<file path="config.mk">
export PLATFORM = sky130hd
export DESIGN_NAME = alu_bist_flat
export DESIGN_NICKNAME = d
export VERILOG_FILES = /design/src/rtl/alu_if.sv /design/src/rtl/alu_bist.sv /design/src/flat_wrapper.sv
export SDC_FILE = /design/constraint.sdc
export NUM_CORES = 1
export LEC_CHECK = 0
export ABC_AREA = 1
export CAP_MARGIN = 20
export CORE_ASPECT_RATIO = 1.1
export CORE_MARGIN = 4
export CORE_UTILIZATION = 46
export CTS_CLUSTER_SIZE = 25
export DETAILED_ROUTE_END_ITERATION = 10
export PLACE_DENSITY = 0.85
export SYNTH_ARGS = -nofsm -noshare
export SYNTH_HDL_FRONTEND = slang
export SYNTH_SLANG_ARGS = --single-unit
export TNS_END_PERCENT = 5
</file>
<file path="constraint.sdc">
create_clock -name clk -period 2.5 [get_ports clk]
set_input_delay 0.5 -clock clk [delete_from_list [all_inputs] [get_ports clk]]
set_output_delay 0.5 -clock clk [all_outputs]
set_load 0.01 [all_outputs]
</file>
<file path="src/rtl/alu_if.sv">
// ALU operand/control bus. The BIST drives operands as master and the
// combinational ALU answers as slave.
interface alu_if;
  logic [31:0] alu_a;
  logic [31:0] alu_b;
  logic [3:0]  alu_control;
  logic [31:0] alu_result;
  logic        alu_zero;

  modport master (output alu_a, alu_b, alu_control, input alu_result, alu_zero);
  modport slave  (input alu_a, alu_b, alu_control, output alu_result, alu_zero);
endinterface

</file>
<file path="src/rtl/alu_bist.sv">
// ALU built-in self-test: walks a fixed vector table over the ALU bus,
// spending one settle cycle and one check cycle per vector.
module alu_bist #(
  parameter bit STOP_ON_FAIL = 1'b0,
  parameter bit CHECK_ZERO   = 1'b1
) (
  input  logic        clk,
  input  logic        rst,
  input  logic        start,
  alu_if.master       alu,
  output logic        busy,
  output logic        done,
  output logic        pass,
  output logic [3:0]  fail_count,
  output logic [3:0]  fail_index,
  output logic [31:0] fail_result
);
  localparam logic [3:0] NUM_VEC = 4'd11;
  localparam logic [3:0] LAST    = NUM_VEC - 4'd1;

  localparam logic [1:0] S_IDLE  = 2'd0;
  localparam logic [1:0] S_DRIVE = 2'd1;
  localparam logic [1:0] S_CHECK = 2'd2;
  localparam logic [1:0] S_DONE  = 2'd3;

  localparam logic [3:0] OP_AND  = 4'b0000;
  localparam logic [3:0] OP_OR   = 4'b0001;
  localparam logic [3:0] OP_ADD  = 4'b0010;
  localparam logic [3:0] OP_XOR  = 4'b0011;
  localparam logic [3:0] OP_SLL  = 4'b0100;
  localparam logic [3:0] OP_SRL  = 4'b0101;
  localparam logic [3:0] OP_SUB  = 4'b0110;
  localparam logic [3:0] OP_SLT  = 4'b0111;
  localparam logic [3:0] OP_SLTU = 4'b1000;
  localparam logic [3:0] OP_SRA  = 4'b1101;

  typedef struct packed {
    logic [3:0]  op;
    logic [31:0] a;
    logic [31:0] b;
    logic [31:0] res;
    logic        zero;
  } vec_t;

  function automatic vec_t vec_rom(input logic [3:0] i);
    vec_t v;
    v = '0;
    case (i)
      4'd0:  v = '{OP_ADD,  32'd10,        32'd5,        32'd15,        1'b0};
      4'd1:  v = '{OP_SUB,  32'd10,        32'd5,        32'd5,         1'b0};
      4'd2:  v = '{OP_AND,  32'hF0F0F0F0,  32'h0F0F0F0F, 32'h00000000,  1'b1};
      4'd3:  v = '{OP_OR,   32'hF0F00000,  32'h00000F0F, 32'hF0F00F0F,  1'b0};
      4'd4:  v = '{OP_XOR,  32'hFF00FF00,  32'h00FF00FF, 32'hFFFFFFFF,  1'b0};
      4'd5:  v = '{OP_SLL,  32'h00000001,  32'h00000005, 32'h00000020,  1'b0};
      4'd6:  v = '{OP_SRL,  32'h00000020,  32'h00000005, 32'h00000001,  1'b0};
      4'd7:  v = '{OP_SRA,  32'hFFFFFFE0,  32'h00000005, 32'hFFFFFFFF,  1'b0};
      4'd8:  v = '{OP_SLT,  32'hFFFFFFFF,  32'h00000005, 32'h00000001,  1'b0};
      4'd9:  v = '{OP_SLTU, 32'h00000001,  32'hFFFFFFFF, 32'h00000001,  1'b0};
      4'd10: v = '{OP_SUB,  32'h00000005,  32'h00000005, 32'h00000000,  1'b1};
      default: v = '0;
    endcase
    return v;
  endfunction

  logic [1:0] state;
  logic [3:0] idx;
  vec_t       cur, nxt, first;
  logic       mis;

  always_comb begin
    cur   = vec_rom(idx);
    nxt   = vec_rom(idx + 4'd1);
    first = vec_rom(4'd0);
    mis   = (alu.alu_result != cur.res) || (CHECK_ZERO && (alu.alu_zero != cur.zero));
  end

  always_ff @(posedge clk or posedge rst) begin
    if (rst) begin
      state           <= S_IDLE;
      idx             <= '0;
      alu.alu_a       <= '0;
      alu.alu_b       <= '0;
      alu.alu_control <= '0;
      busy            <= 1'b0;
      done            <= 1'b0;
      pass            <= 1'b0;
      fail_count      <= '0;
      fail_index      <= 4'hF;
      fail_result     <= '0;
    end else begin
      case (state)
        S_IDLE, S_DONE: begin
          // DONE accepts start exactly like IDLE, so a restart wipes the last run
          if (start) begin
            state           <= S_DRIVE;
            idx             <= '0;
            alu.alu_a       <= first.a;
            alu.alu_b       <= first.b;
            alu.alu_control <= first.op;
            busy            <= 1'b1;
            done            <= 1'b0;
            pass            <= 1'b0;
            fail_count      <= '0;
            fail_index      <= 4'hF;
            fail_result     <= '0;
          end
        end
        S_DRIVE: state <= S_CHECK;
        S_CHECK: begin
          if (mis) begin
            if (fail_count != 4'hF) fail_count <= fail_count + 4'd1;
            // count never wraps, so zero means no earlier failure in this run
            if (fail_count == 4'd0) begin
              fail_index  <= idx;
              fail_result <= alu.alu_result;
            end
          end
          if (idx == LAST || (mis && STOP_ON_FAIL)) begin
            state <= S_DONE;
            busy  <= 1'b0;
            done  <= 1'b1;
            pass  <= (fail_count == 4'd0) && !mis;
          end else begin
            state           <= S_DRIVE;
            idx             <= idx + 4'd1;
            alu.alu_a       <= nxt.a;
            alu.alu_b       <= nxt.b;
            alu.alu_control <= nxt.op;
          end
        end
        default: state <= S_IDLE;
      endcase
    end
  end
endmodule

</file>
<file path="src/flat_wrapper.sv">
// flat-port wrapper written by rule: the top's interface ports become plain ports
module alu_bist_flat 
#(
  parameter bit STOP_ON_FAIL = 1'b0,
  parameter bit CHECK_ZERO   = 1'b1
)
  (clk, rst, start, busy, done, pass, fail_count, fail_index, fail_result, alu_alu_a, alu_alu_b, alu_alu_control, alu_alu_result, alu_alu_zero);
  alu_if alu_i ();
  input  logic clk;
  input  logic rst;
  input  logic start;
  output logic busy;
  output logic done;
  output logic pass;
  output logic [3:0] fail_count;
  output logic [3:0] fail_index;
  output logic [31:0] fail_result;
  output wire logic [$bits(alu_i.alu_a)-1:0] alu_alu_a;
  output wire logic [$bits(alu_i.alu_b)-1:0] alu_alu_b;
  output wire logic [$bits(alu_i.alu_control)-1:0] alu_alu_control;
  input wire logic [$bits(alu_i.alu_result)-1:0] alu_alu_result;
  input wire logic [$bits(alu_i.alu_zero)-1:0] alu_alu_zero;
  assign alu_alu_a = alu_i.alu_a;
  assign alu_alu_b = alu_i.alu_b;
  assign alu_alu_control = alu_i.alu_control;
  assign alu_i.alu_result = alu_alu_result;
  assign alu_i.alu_zero = alu_alu_zero;
  alu_bist #(.STOP_ON_FAIL(STOP_ON_FAIL), .CHECK_ZERO(CHECK_ZERO)) u_core (.clk(clk), .rst(rst), .start(start), .alu(alu_i), .busy(busy), .done(done), .pass(pass), .fail_count(fail_count), .fail_index(fail_index), .fail_result(fail_result));
endmodule
</file>
* Word level (Yosys, flattened, before mapping)
Memories as Yosys holds them, arrays and structs flattened.
Cells that the tools add are included.
** Cells by class
- Add/subtract/negate cells :: 2
- Eq/ne operators :: 13
- Reductions and logical operators :: 11
- Multiplexer cells :: 34
** Operators with widths (number)
- 2-to-1 mux 32 bit :: 7
- case mux 32 bit (2 select lines) :: 3
- 2-to-1 mux 4 bit :: 9
- inequality test 32 bit :: 1
- case mux 4 bit (2 select lines) :: 4
- adder 4 x 1 -> 4 bit, second input constant :: 2
- inequality test 2 x 1 -> 1 bit, second input constant :: 4
- AND reduction 4 bit :: 2
- case mux 1 bit (2 select lines) :: 3
- case mux 2 bit (3 select lines) :: 1
- AND reduction 3 bit :: 2
- 2-to-1 mux 1 bit :: 5
- == test 2 bit, second input constant :: 2
- == test 4 bit, second input constant :: 1
- zero test 4 bit :: 1
- 2-to-1 mux 2 bit :: 2
- inequality test 2 bit, second input constant :: 2
- inequality test 4 bit, second input constant :: 1
- == test 2 x 1 -> 1 bit, second input constant :: 1
- zero test 2 bit :: 1
- nonzero test 2 bit :: 1
- OR reduction 2 bit :: 1
- logical AND 1 bit :: 1
- zero test 1 bit :: 1
- 2 further kinds :: 2
** Storage, ports and cells
- Bits of input ports :: 36
- Logic and storage cells :: 73
- Output and inout port bits :: 111
- Register bits :: 117
- Memories kept :: 2
- ROM bits :: 3232
** Memories
- (no name shown) :: depth 16, bits a word 101, rd ports 1, clocked after memory_dff 0, write ports 0, line alu_bist.sv:48 : case (i)
- (no name shown) :: depth 16, bits a word 101, rd ports 1, clocked after memory_dff 0, write ports 0, line alu_bist.sv:48

* Longest topological paths before layout
Gate-level depths: netlist (run 1).
An unclocked memory read counts as a cell.
- Word-level depth :: 7
- Depth in mapped cells :: 15
- Depth with buffers taken out :: 14

* Worst setup path after synthesis (run 1)
OpenSTA, ideal clock, no wires.
- Path kind :: reg2reg
- Start point :: register u_core.idx[0]
- End point :: register u_core.fail_count[0]
- Period minus slack after synthesis :: 2.065 ns
- Slack :: 0.435 ns
- Required time :: 2.383 ns
- Data arrival time :: 1.948 ns
- Setup time :: 0.117 ns
- Cell stages (with the launch flop) :: 14
- Buffers on the path :: 1
- Path through :: dfrtp_1 -> inv_1 -> ha_1 -> nor2_1 -> nand2_1 -> inv_2 -> nand3_1 -> nand2_1 -> inv_1 -> nor2_1 -> nand3_2 -> buf_2 -> nand3_1 -> nand2_1
** Between the ends
- Cells in the longest elaborated chain, start to end :: 5
- Elaborated cells between the ends (all ways) :: 6
- Classes of those cells :: eq/ne: 3; reduce/logical: 2; memory: 1
** Ends and longest elaborated chain
- start, declared :: line alu_bist.sv:66 : logic [3:0] idx;
- start signal, assigned :: line alu_bist.sv:125 : idx <= idx + 4'd1;
- memory read (16 x 101 bit) *
- inequality test 32 bit / inequality test 1 bit (equally long branches) :: line alu_bist.sv:74 : mis = (alu.alu_result != cur.res) || (CHECK_ZERO && (alu.alu_zero != cur.zero));
- logical OR 1 bit * :: line alu_bist.sv:74
- inequality test 2 x 1 -> 1 bit (no line) *
- AND reduction 4 bit (no line) *
- end signal, assigned :: line alu_bist.sv:111 : if (fail_count != 4'hF) fail_count <= fail_count + 4'd1;
- end, declared :: line alu_bist.sv:14 : output logic [3:0] fail_count,
Every way passes the cells marked *; elsewhere a longest branch is shown, timed or not.
A chain may end at the register's enable or synchronous reset.

* Final worst setup path (run 1)
- Start point :: register u_core.idx[1]
- End point :: register u_core.fail_result[7]
** Between the ends
- Cells in the longest elaborated chain, start to end :: 5
- Elaborated cells between the ends (all ways) :: 6
- Classes of those cells :: eq/ne: 3; reduce/logical: 2; memory: 1
** Ends and longest elaborated chain
- memory read (16 x 101 bit) *
- inequality test 32 bit / inequality test 1 bit (equally long branches) :: line alu_bist.sv:74
- logical OR 1 bit * :: line alu_bist.sv:74
- inequality test 2 x 1 -> 1 bit (no line) *
- AND reduction 4 bit (no line) *
- end signal, assigned :: line alu_bist.sv:115 : fail_result <= alu.alu_result;
- end, declared :: line alu_bist.sv:16 : output logic [31:0] fail_result
Marked as above.

==> flow_summary.ini, run 1 <==
[clock_tree]
clock_sinks = 71
cts_tree = done
h-tree-depth = 3
clockBufferDepth = 2
clockRootBuffer = clkbuf_8
cts_made_buffers = 9
worstSkewPairLatency_ps = 350
cts_setup_buffers = 0
cts_hold_buf = 0
clk_pin_slew_ps = 70

[floorplan]
num_rows = 36
die_x_microns = 99.0
pin_count = 147
die_area_sq_mm = 0.0107
chipHeight_microns = 108
coreArea_sq_mm = 0.00887
start_util_pct = 47.3

[logic_synthesis]
synth-compound-area-share_pct = 6.50
syn-num-nets = 621
synth-edff-count = 0
syn_area_per_cell_sq_um = 7.31
synth-xor-area-share_pct = 0.805
synth_top_family_by_area = simple AND/OR/NAND/NOR gates
synth_ff_type = dfrtp_1
ys_seq_area_share_pct = 42.5
synth_top_area_share_pct = 40.0
synthArstFlopShare_pct = 100
yosysWarnings = 0
ys_seq_elements = 71
synth_area_leaders = dfrtp_1 40%, nand2_1 18%, buf_4 8.4%
yosys.area_share.simple_pct = 30.0
ys_types = 33
synth_fa_ha_area_share_pct = 3.28
synth_largest_area_cell = dfrtp_1
synth_area_sq_mm = 0.00419
synth_mux_area_share_pct = 0
syn-instance-count = 574

[routing]
first_pass_iters = 5
viasPerCell = 4.99
vias = 3977
post-route-drc-count = 0
drt_iter0_drc = 324
wl_per_cell_microns = 13.7
totalWireLength_microns = 10900
ant_nets = 0

[critical_path]
rr_startpoint = u_core.idx[1]
cp.arrival_ps = 2580
crit_path_end_kind = flip-flop
r2r_end = u_core.fail_result[7]
path_max_fanout = 29
critPathCapture = u_core.fail_result[7]
crit_start = u_core.idx[1]
path_class = reg -> reg
worstRegToRegCells = 14
cp-start-kind = flip-flop
crit_required_ps = 2790
r2r_slack_ps = 210

[timing]
skew_ps = 8.70
slew_violations = 0
tns_ps = 0
final.period_utilization_pct = 91.7
worst_pin_slew_ps = 457
hold_slack_ps = 467
setup_violations = 0
rsz0062_at_grt = false
setup_slack_ps = 209
fin_crit_ps = 2290
relSlewSlack_pct = 69.4
fmax_ghz = 0.436
hold_violations = 0

[power_and_ir_drop]
power_leakage_nw = 2.90
power.density_mw_per_mm2 = 971
power.total_mw = 5.45
ir_worst_vdd_uv = 558

[min_path]
hold_path.class = reg -> reg

[finish]
diodes = 0
drive_gt1_share_pct = 5.71
final_net_count = 725
syn_to_final_growth_pct = 33.8
nFillCells = 773

[outcome]
status = finished clean

[grt]
grt_antenna_before_repair = 0
grt_usage_pct = 20.1
grt_pass1_wl_microns = 17600
grt_pass1_vias = 3622
overflow = 0
grt_start_max_net_pins = 72

[placed_design]
gp_congestion = 0.855
dp_hpwl_microns = 8050
place_ws_ps = 180
port_buffers = 146

[run]
maxCapViolations = 0
Yosys cell counts, types with 3 or more instances:
cell type    n
ha_1        11
nor2_1      42
inv_1       66
nand2_1    197
a21oi_1     12
nand3_1     57
inv_2        4
clkbuf_1     4
dfstp_2      4
buf_6        3
o21ai_1      6
o22ai_1      3
o21ai_0     19
buf_2        8
buf_4       47
nand4_1      3
dfrtp_1     67
power breakdown:
group / total [mW] / internal (mW) / leakage [nW] / switching, mW
registers: 1.79 / 1.54 / 0.945 / 0.251
logic: 2.90 / 1.26 / 1.86 / 1.64
clock network: 0.761 / 0.352 / 0.0866 / 0.409
total: 5.45 / 3.15 / 2.90 / 2.30
repair_timing:
item	4_1_cts	5_1_grt
endpoints found under the hold margin	0	0
setup endpoints to repair	0	13
resized for setup	0	2
layout make-up:
class	instances	area [sq um]	area share (%)
repair buffers	157	1560	27.7
clock inverters	5	25.0	0.446
flip-flops and latches	71	1780	31.8
well taps	114	143	2.54
inverters	70	263	4.68
multi-input cells	369	1710	30.5
clock buffers	11	131	2.34
per-stage QoR:
step                      area (sq um)  instances  utilization (%)
after floorplan                   4190        574                -
after global placement            5440        781             61.4
after detailed placement          5440        781             61.4
after CTS                         5600        797             63.1
after global routing              5610        797             63.2
final                             5610        797             63.2
worst min path at each step:
stage,from,to,slack (ps),cells after the start
floorplan,u_core.fail_index[0],u_core.fail_index[0],470,2
finish,u_core.fail_index[2],u_core.fail_index[2],470,2
detailed placement,u_core.fail_index[0],u_core.fail_index[0],460,2
global route,u_core.fail_index[2],u_core.fail_index[2],490,2
global placement,u_core.fail_index[1],u_core.fail_index[1],450,2
CTS,u_core.fail_index[0],u_core.fail_index[0],470,2
state kept, by name, summed over array words and instances, names as in the netlist:
register and cells:
u_core.fail_result 32, u_core.alu.alu_b 7, u_core.idx 4, u_core.alu.alu_a 11, u_core.fail_count 4, u_core.state 2, u_core.pass 1, u_core.fail_index 4
u_core.busy 1, u_core.done 1, u_core.alu.alu_control 4
critical path: stages (launching register included):
cell	delay, ps
dfrtp_2	420
inv_1	70
ha_1	350
nand2_1	160
nand2_1	80
nor2_1	200
nand2_1	80
nand2_1	60
inv_1	40
nand2_1	40
nor2_1	50
nand3_2	130
buf_4	320
nand3_1	130
nand2_1	100
logic make-up (layout without fill, tap and decap cells):
| group | count (synthesis) | count (layout) |
|---|---|---|
| AOI/OAI and AO/OA | 49 | 49 |
| xor gates and xnor gates | 3 | 3 |
| adders and majority gates | 11 | 11 |
| buffers and inverters | 134 | 243 |
| DFF | 71 | 71 |
| and+or+nand+nor | 306 | 306 |
cell usage in the layout (no fill, tap or decap), types with 2 or more instances in the layout:
cell type	n
clkbuf_1	2
dfrtp_1	66
clkinv_2	5
o21ai_1	6
a31oi_1	2
buf_4	10
inv_1	65
dfstp_2	4
o22ai_1	3
nand4_1	3
clkbuf_8	9
a22o_1	2
inv_2	5
nand2_1	197
ha_1	11
clkdlybuf4s50_1	146
o211ai_1	2
o21ai_0	19
a21oi_1	12
nor2_1	42
nand3_1	57
nor3_1	2
layer usage:
metal	up-vias	global-route usage [%]	wire, microns
li1	1949	-	-
met4	0	9.07	381
met2	190	32.5	5290
met1	1800	26.5	4490
met5	-	0	0
met3	38	3.61	733
No activity file was read; power rests on OpenSTA's default activity.
==> run 2, diff against run 1 <==
--- a/config.mk
+++ b/config.mk
@@ -9,10 +9,10 @@
 export CAP_MARGIN = 20
 export CORE_ASPECT_RATIO = 1.1
 export CORE_MARGIN = 4
-export CORE_UTILIZATION = 46
+export CORE_UTILIZATION = 40
 export CTS_CLUSTER_SIZE = 25
 export DETAILED_ROUTE_END_ITERATION = 10
-export PLACE_DENSITY = 0.85
+export PLACE_DENSITY = 0.76
 export SYNTH_ARGS = -nofsm -noshare
 export SYNTH_HDL_FRONTEND = slang
 export SYNTH_SLANG_ARGS = --single-unit
==> flow_summary.ini, run 2 (same netlist as run 1, synthesis figures left out) <==
[finish]
largest_reg_flops = 32
fin_cells = 823
final_net_count = 725
syn_to_final_growth_pct = 36.6
design_area_sq_mm = 0.00573
final_cell_mix = 197 x nand2_1, 146 x clkdlybuf4s50_1, 66 x dfrtp_1, 65 x inv_1, 57 x nand3_1
drive_gt1_share_pct = 5.86
layout_commonest_cell = nand2_1
utilization_pct = 57.1
reg_top3 = u_core.fail_result x32, u_core.alu.alu_a x11, u_core.alu.alu_b x7
largest_register = u_core.fail_result
diodes = 0

[placed_design]
place_ws_ps = 169
place_area_sq_mm = 0.00549
gp_congestion = 0.851
port_buffers = 146
dp_hpwl_microns = 8510
placedCellCount = 807

[routing]
first_pass_iters = 5
totalWireLength_microns = 11300
viasPerCell = 4.76
vias = 3914
drt_iter0_drc = 344
ant_nets = 0
post-route-drc-count = 0
wl_per_cell_microns = 13.7

[grt]
grt_pass1_wl_microns = 18800
grt_start_max_net_pins = 72
grt_antenna_before_repair = 0
grt_usage_pct = 18.8
overflow = 0
grt_pass1_vias = 3917

[floorplan]
chipHeight_microns = 115
coreArea_sq_mm = 0.0100
die_x_microns = 106
die_area_sq_mm = 0.0122
num_rows = 38
start_util_pct = 41.8
pin_count = 147

[timing]
fin_crit_ps = 2290
relSlewSlack_pct = 71.3
tns_ps = 0
final.period_utilization_pct = 91.6
fmax_ghz = 0.436
setup_violations = 0
worst_pin_slew_ps = 429
setup_slack_ps = 209
skew_ps = 11.6
slew_violations = 0
hold_violations = 0

[outcome]
status = finished clean

[clock_tree]
cts_hold_buf = 0
clockBufferDepth = 2
clockRootBuffer = clkbuf_8
cts_tree = done
clk_pin_slew_ps = 70
clock_sinks = 71
cts_made_buffers = 9
h-tree-depth = 3
worstSkewPairLatency_ps = 340
cts_setup_buffers = 0

[critical_path]
path_max_fanout = 11
cp.arrival_ps = 2560
cp_cell_sequence = inv_1 > ha_1 > nor2_1 > nand2_1 > inv_2 > nand3_1 > nand2_1 > nand2_1 > nor2_1 > nand3_2 > buf_4 > nand2_1 > nand2_1 > nand2_1
crit_top_cell = nand2_1
crit_required_ps = 2770
critical_path.top_delay_family = simple AND/OR/NAND/NOR gates
path_class = reg -> reg
cp-start-kind = flip-flop
critPathBufInv = 3
worstRegToRegCells = 14
crit_path_end_kind = flip-flop
crit_path_max_incr_delay_ps = 410
rr_startpoint = u_core.idx[1]
r2r_end = u_core.fail_count[2]
crit_slowest_cell = dfrtp_2
r2r_slack_ps = 210

[run]
maxCapViolations = 0

[min_path]
whs_endpoint = u_core.fail_index[3]
hp-start = u_core.fail_index[3]
hold_path.class = reg -> reg
min_delay_path_depth = 2

[power_and_ir_drop]
ir_worst_vdd_uv = 569
power_leakage_nw = 2.93
power.density_mw_per_mm2 = 1000
==> run 2: cell count changes in the layout (fill, tap and decap cells not counted), sizes merged <==
| cell | change |
|---|---|
| clkinv | -4 |
| clkbuf | +2 |
| bufinv | +2 |
==> run 2: worst max-delay path by stage <==
stage	startpoint	endpoint	slack [ps]	depth (start not counted)
finish	u_core.idx[1]	u_core.fail_count[2]	210	14
global route	u_core.idx[1]	u_core.fail_count[2]	-3	14
CTS	u_core.state[0]	u_core.fail_count[2]	210	9
detailed placement	alu_alu_result[26]	u_core.fail_result[10]	170	11
global placement	alu_alu_result[26]	u_core.fail_result[7]	250	11
floorplan	rst	u_core.alu.alu_a[0]	210	1
==> run 2: tightest hold or removal path: stages, from the launching register on <==
cell	delay [ps]
dfstp_2	370
nand2_1	50
nand2_1	40
==> run 2: cell type report <==
class / instances / area [sq um]
multi-input cells: 369 / 1710
fillers: 921 / 4300
inverters: 70 / 263
well taps: 140 / 175
clock buffers: 13 / 159
flip-flops and latches: 71 / 1780
repair buffers: 157 / 1570
clock inverters: 3 / 65.1
==> run 2: what timing repair did <==
| item | 4_1_cts | 5_1_grt |
|---|---|---|
| setup endpoints to repair | 0 | 31 |
| gates resized for setup | 0 | 4 |
| hold endpoints to repair | 0 | 0 |
==> run 2: power by group <==
part / switching, mW / internal [mW] / leakage [nW] / total, mW
clock: 0.414 / 0.616 / 0.114 / 1.03
combinational: 1.65 / 1.28 / 1.87 / 2.92
sequential: 0.251 / 1.53 / 0.945 / 1.79
total: 2.31 / 3.43 / 2.93 / 5.74
==> run 2: per-stage QoR <==
stage / hold WS (ps) / power, mW
final: 466 / 5.74
after global routing: 487 / 6.20
after CTS: 468 / 5.76
after detailed placement: 458 / 4.71
after global placement: 453 / 4.64
after floorplan: 467 / 3.49
==> run 2: routing by layer <==
layer	part of all wire [%]	GRT usage, %	routed length [microns]
met2	50	32.0	5670
met3	6.1	4.38	695
met5	0	0	0
met1	41	23.3	4620
met4	2.9	7.43	326
==> RTL change: new RTL, config.mk and constraints of run 1 <==
Reset style: synchronous (`rst`), changed in one clocked block.
--- a/src/rtl/alu_bist.sv
+++ b/src/rtl/alu_bist.sv
@@ -76,3 +76,3 @@
 
-  always_ff @(posedge clk or posedge rst) begin
+  always_ff @(posedge clk) begin
     if (rst) begin
Function: differs if rst is asserted again (counterexample within 4 cycles, from zero or initial values and one cycle with rst high); with rst held inactive, the same outputs for 4 cycles.
==> RTL change against run 1 <==
- sequential cell count grew 7
- core utilization rose by 0.29 points
- routed wire length is 4.4% higher
- worst setup slack better by 0.011 ns
- count of clock-buffer cells in the layout down 2
- final area grew 2.5%
- synthesized area is 3.8% higher
- highest routed layer unchanged
Power is not compared: it rests on default switching activity, and its combinational part moved more than twofold at a synthesized area within 25%.
==> RTL change: results (changes against run 1) <==
The total detailed-routing wirelength came to 11.4 mm (+4.4%). The pin count of the biggest net entering global routing is 67 (-6.9%). The number of DRC markers after the initial detailed-route iteration is 181 (-44%). The power attributed to combinational cells is about 0.0012 W.

The met3 track demand over resource is 0.0529 (+0.0167). The number of placed cells counting well taps was 838 (+7.3%). The placed wire-length estimate after detailed placement was 8.59 mm (+6.7%). The mean cell area of the mapped netlist is 6.77 um^2 (-7.3%). The commonest cells after synthesis are sky130_fd_sc_hd__nand2_1 (172), sky130_fd_sc_hd__dfxtp_1 (78), sky130_fd_sc_hd__nor2_1 (70), sky130_fd_sc_hd__a21oi_1 (59), sky130_fd_sc_hd__nand3_1 (58). The count of different cell masters after synthesis came to 37 (+12%). The wire length on met2 is 5.78 mm (+9.3%). The wire length the detailed router placed on met1 is 4.38 mm (-2.4%). The clock skew after layout is 0.0141 ns (+0.00539 ns). The final weighted congestion in routability-driven placement came to 0.916 (+7.1%). The critical path ends at u_core.cur[1]. The wire length of the first global-routing pass is 18.3 mm (+4.2%). The maximum single-stage delay on the critical path came out at 0.38 ns (-0.04 ns).

The largest registers in the layout are u_core.fail_result x32, u_core.alu.alu_a x11. The placement-stage cell area came out at 5560 um^2 (+2.1%). The kind of cell adding the most delay to the critical path is simple AND/OR/NAND/NOR gates. The source of the worst register-to-register timing path is u_core.state[0].

The met3 wire length came out at 893 um (+22%). The combined global-route utilization of all metal layers is 0.202 (+0.000803). The endpoint of the lowest-slack register-to-register path is u_core.cur[1]. The cell with the biggest individual delay on the critical path is sky130_fd_sc_hd__dfxtp_1. The worst relative slew slack is 0.560 (-0.134). The sequential share of the synthesized area is 0.359 (-0.0663). The via count of the first global-routing pass is 4120 (+14%). The setup slack of the most critical reg-to-reg path came out at 0.22 ns. The critical-path maximum fanout came to 6 (-79%). The flow ran to the end, and the final reports show no timing, DRC or antenna violations. The detail-routed via count per cell is 5.17 (+3.6%). The met1 routing resource usage after global routing is 0.226 (-0.0397). The post-synth net total is 694 (+12%).

The fraction of registers with async set or reset after synthesis came out at 0 (-1.00). The data arrival time of the critical path came out at 2.58 ns (about the same). The maximum clock insertion buffer count came out at 2 (unchanged).

After synthesis, the cell types taking the most area are sky130_fd_sc_hd__dfxtp_1 (36%), sky130_fd_sc_hd__nand2_1 (15%), sky130_fd_sc_hd__buf_4 (8.1%), sky130_fd_sc_hd__a21oi_1 (6.8%), sky130_fd_sc_hd__nand3_1 (6.7%). The fraction of met2 tracks used by global routing came out at 0.357 (+0.0326). The number of nets at the end of the flow is 786 (+8.4%).
## RTL change: cell types whose count changed in the layout (fill, tap and decap cells not counted), moves of 9 or more
cell	run 1	this run
sky130_fd_sc_hd__nand2_1	197	172
sky130_fd_sc_hd__dfrtp_1	66	0
sky130_fd_sc_hd__inv_1	65	56
sky130_fd_sc_hd__nor2_1	42	70
sky130_fd_sc_hd__a21oi_1	12	58
sky130_fd_sc_hd__dfxtp_1	0	78
## RTL change: how the worst min path moves through the flow
stage               depth (start not counted)  slack [ns]                   end            startpoint
floorplan                                   2        0.46       u_core.state[1]       u_core.state[1]
global placement                            2        0.45  u_core.fail_index[1]  u_core.fail_index[1]
detailed placement                          2        0.45  u_core.fail_index[1]  u_core.fail_index[1]
CTS                                         2        0.47  u_core.fail_index[1]  u_core.fail_index[1]
global route                                2        0.49   u_core.alu.alu_a[2]   u_core.alu.alu_a[2]
finish                                      2        0.46  u_core.fail_index[1]  u_core.fail_index[1]
## RTL change: final cells by class
class	count	area, um^2
timing repair buffer	156	1560
clock inverter	7	55.1
fill	780	3300
multi-input combinational	429	2080
inverter	61	230
sequential	78	1560
tap	114	143
clock buffer	9	124
## RTL change: stage by stage
stage                     hold slack [ns]  setup WS (ns)
final                               0.464          0.220
after global routing                0.489       -0.00243
after CTS                           0.468         0.0413
after detailed placement            0.449         -0.190
after global placement              0.449        -0.0212
after floorplan                     0.461          0.379
## RTL change: cells by family (layout without fill, tap and decap cells)
| logic type | count (synthesis) | count (layout) | share of synthesized area |
|---|---|---|---|
| DFF | 78 | 78 | 0.359 |
| xor gates and xnor gates | 1 | 1 | 0.00201 |
| buffers and inverters | 136 | 233 | 0.170 |
| and+or+nand+nor | 324 | 324 | 0.314 |
| AOI/OAI and AO/OA | 89 | 89 | 0.112 |
| adders and majority gates | 15 | 15 | 0.0431 |
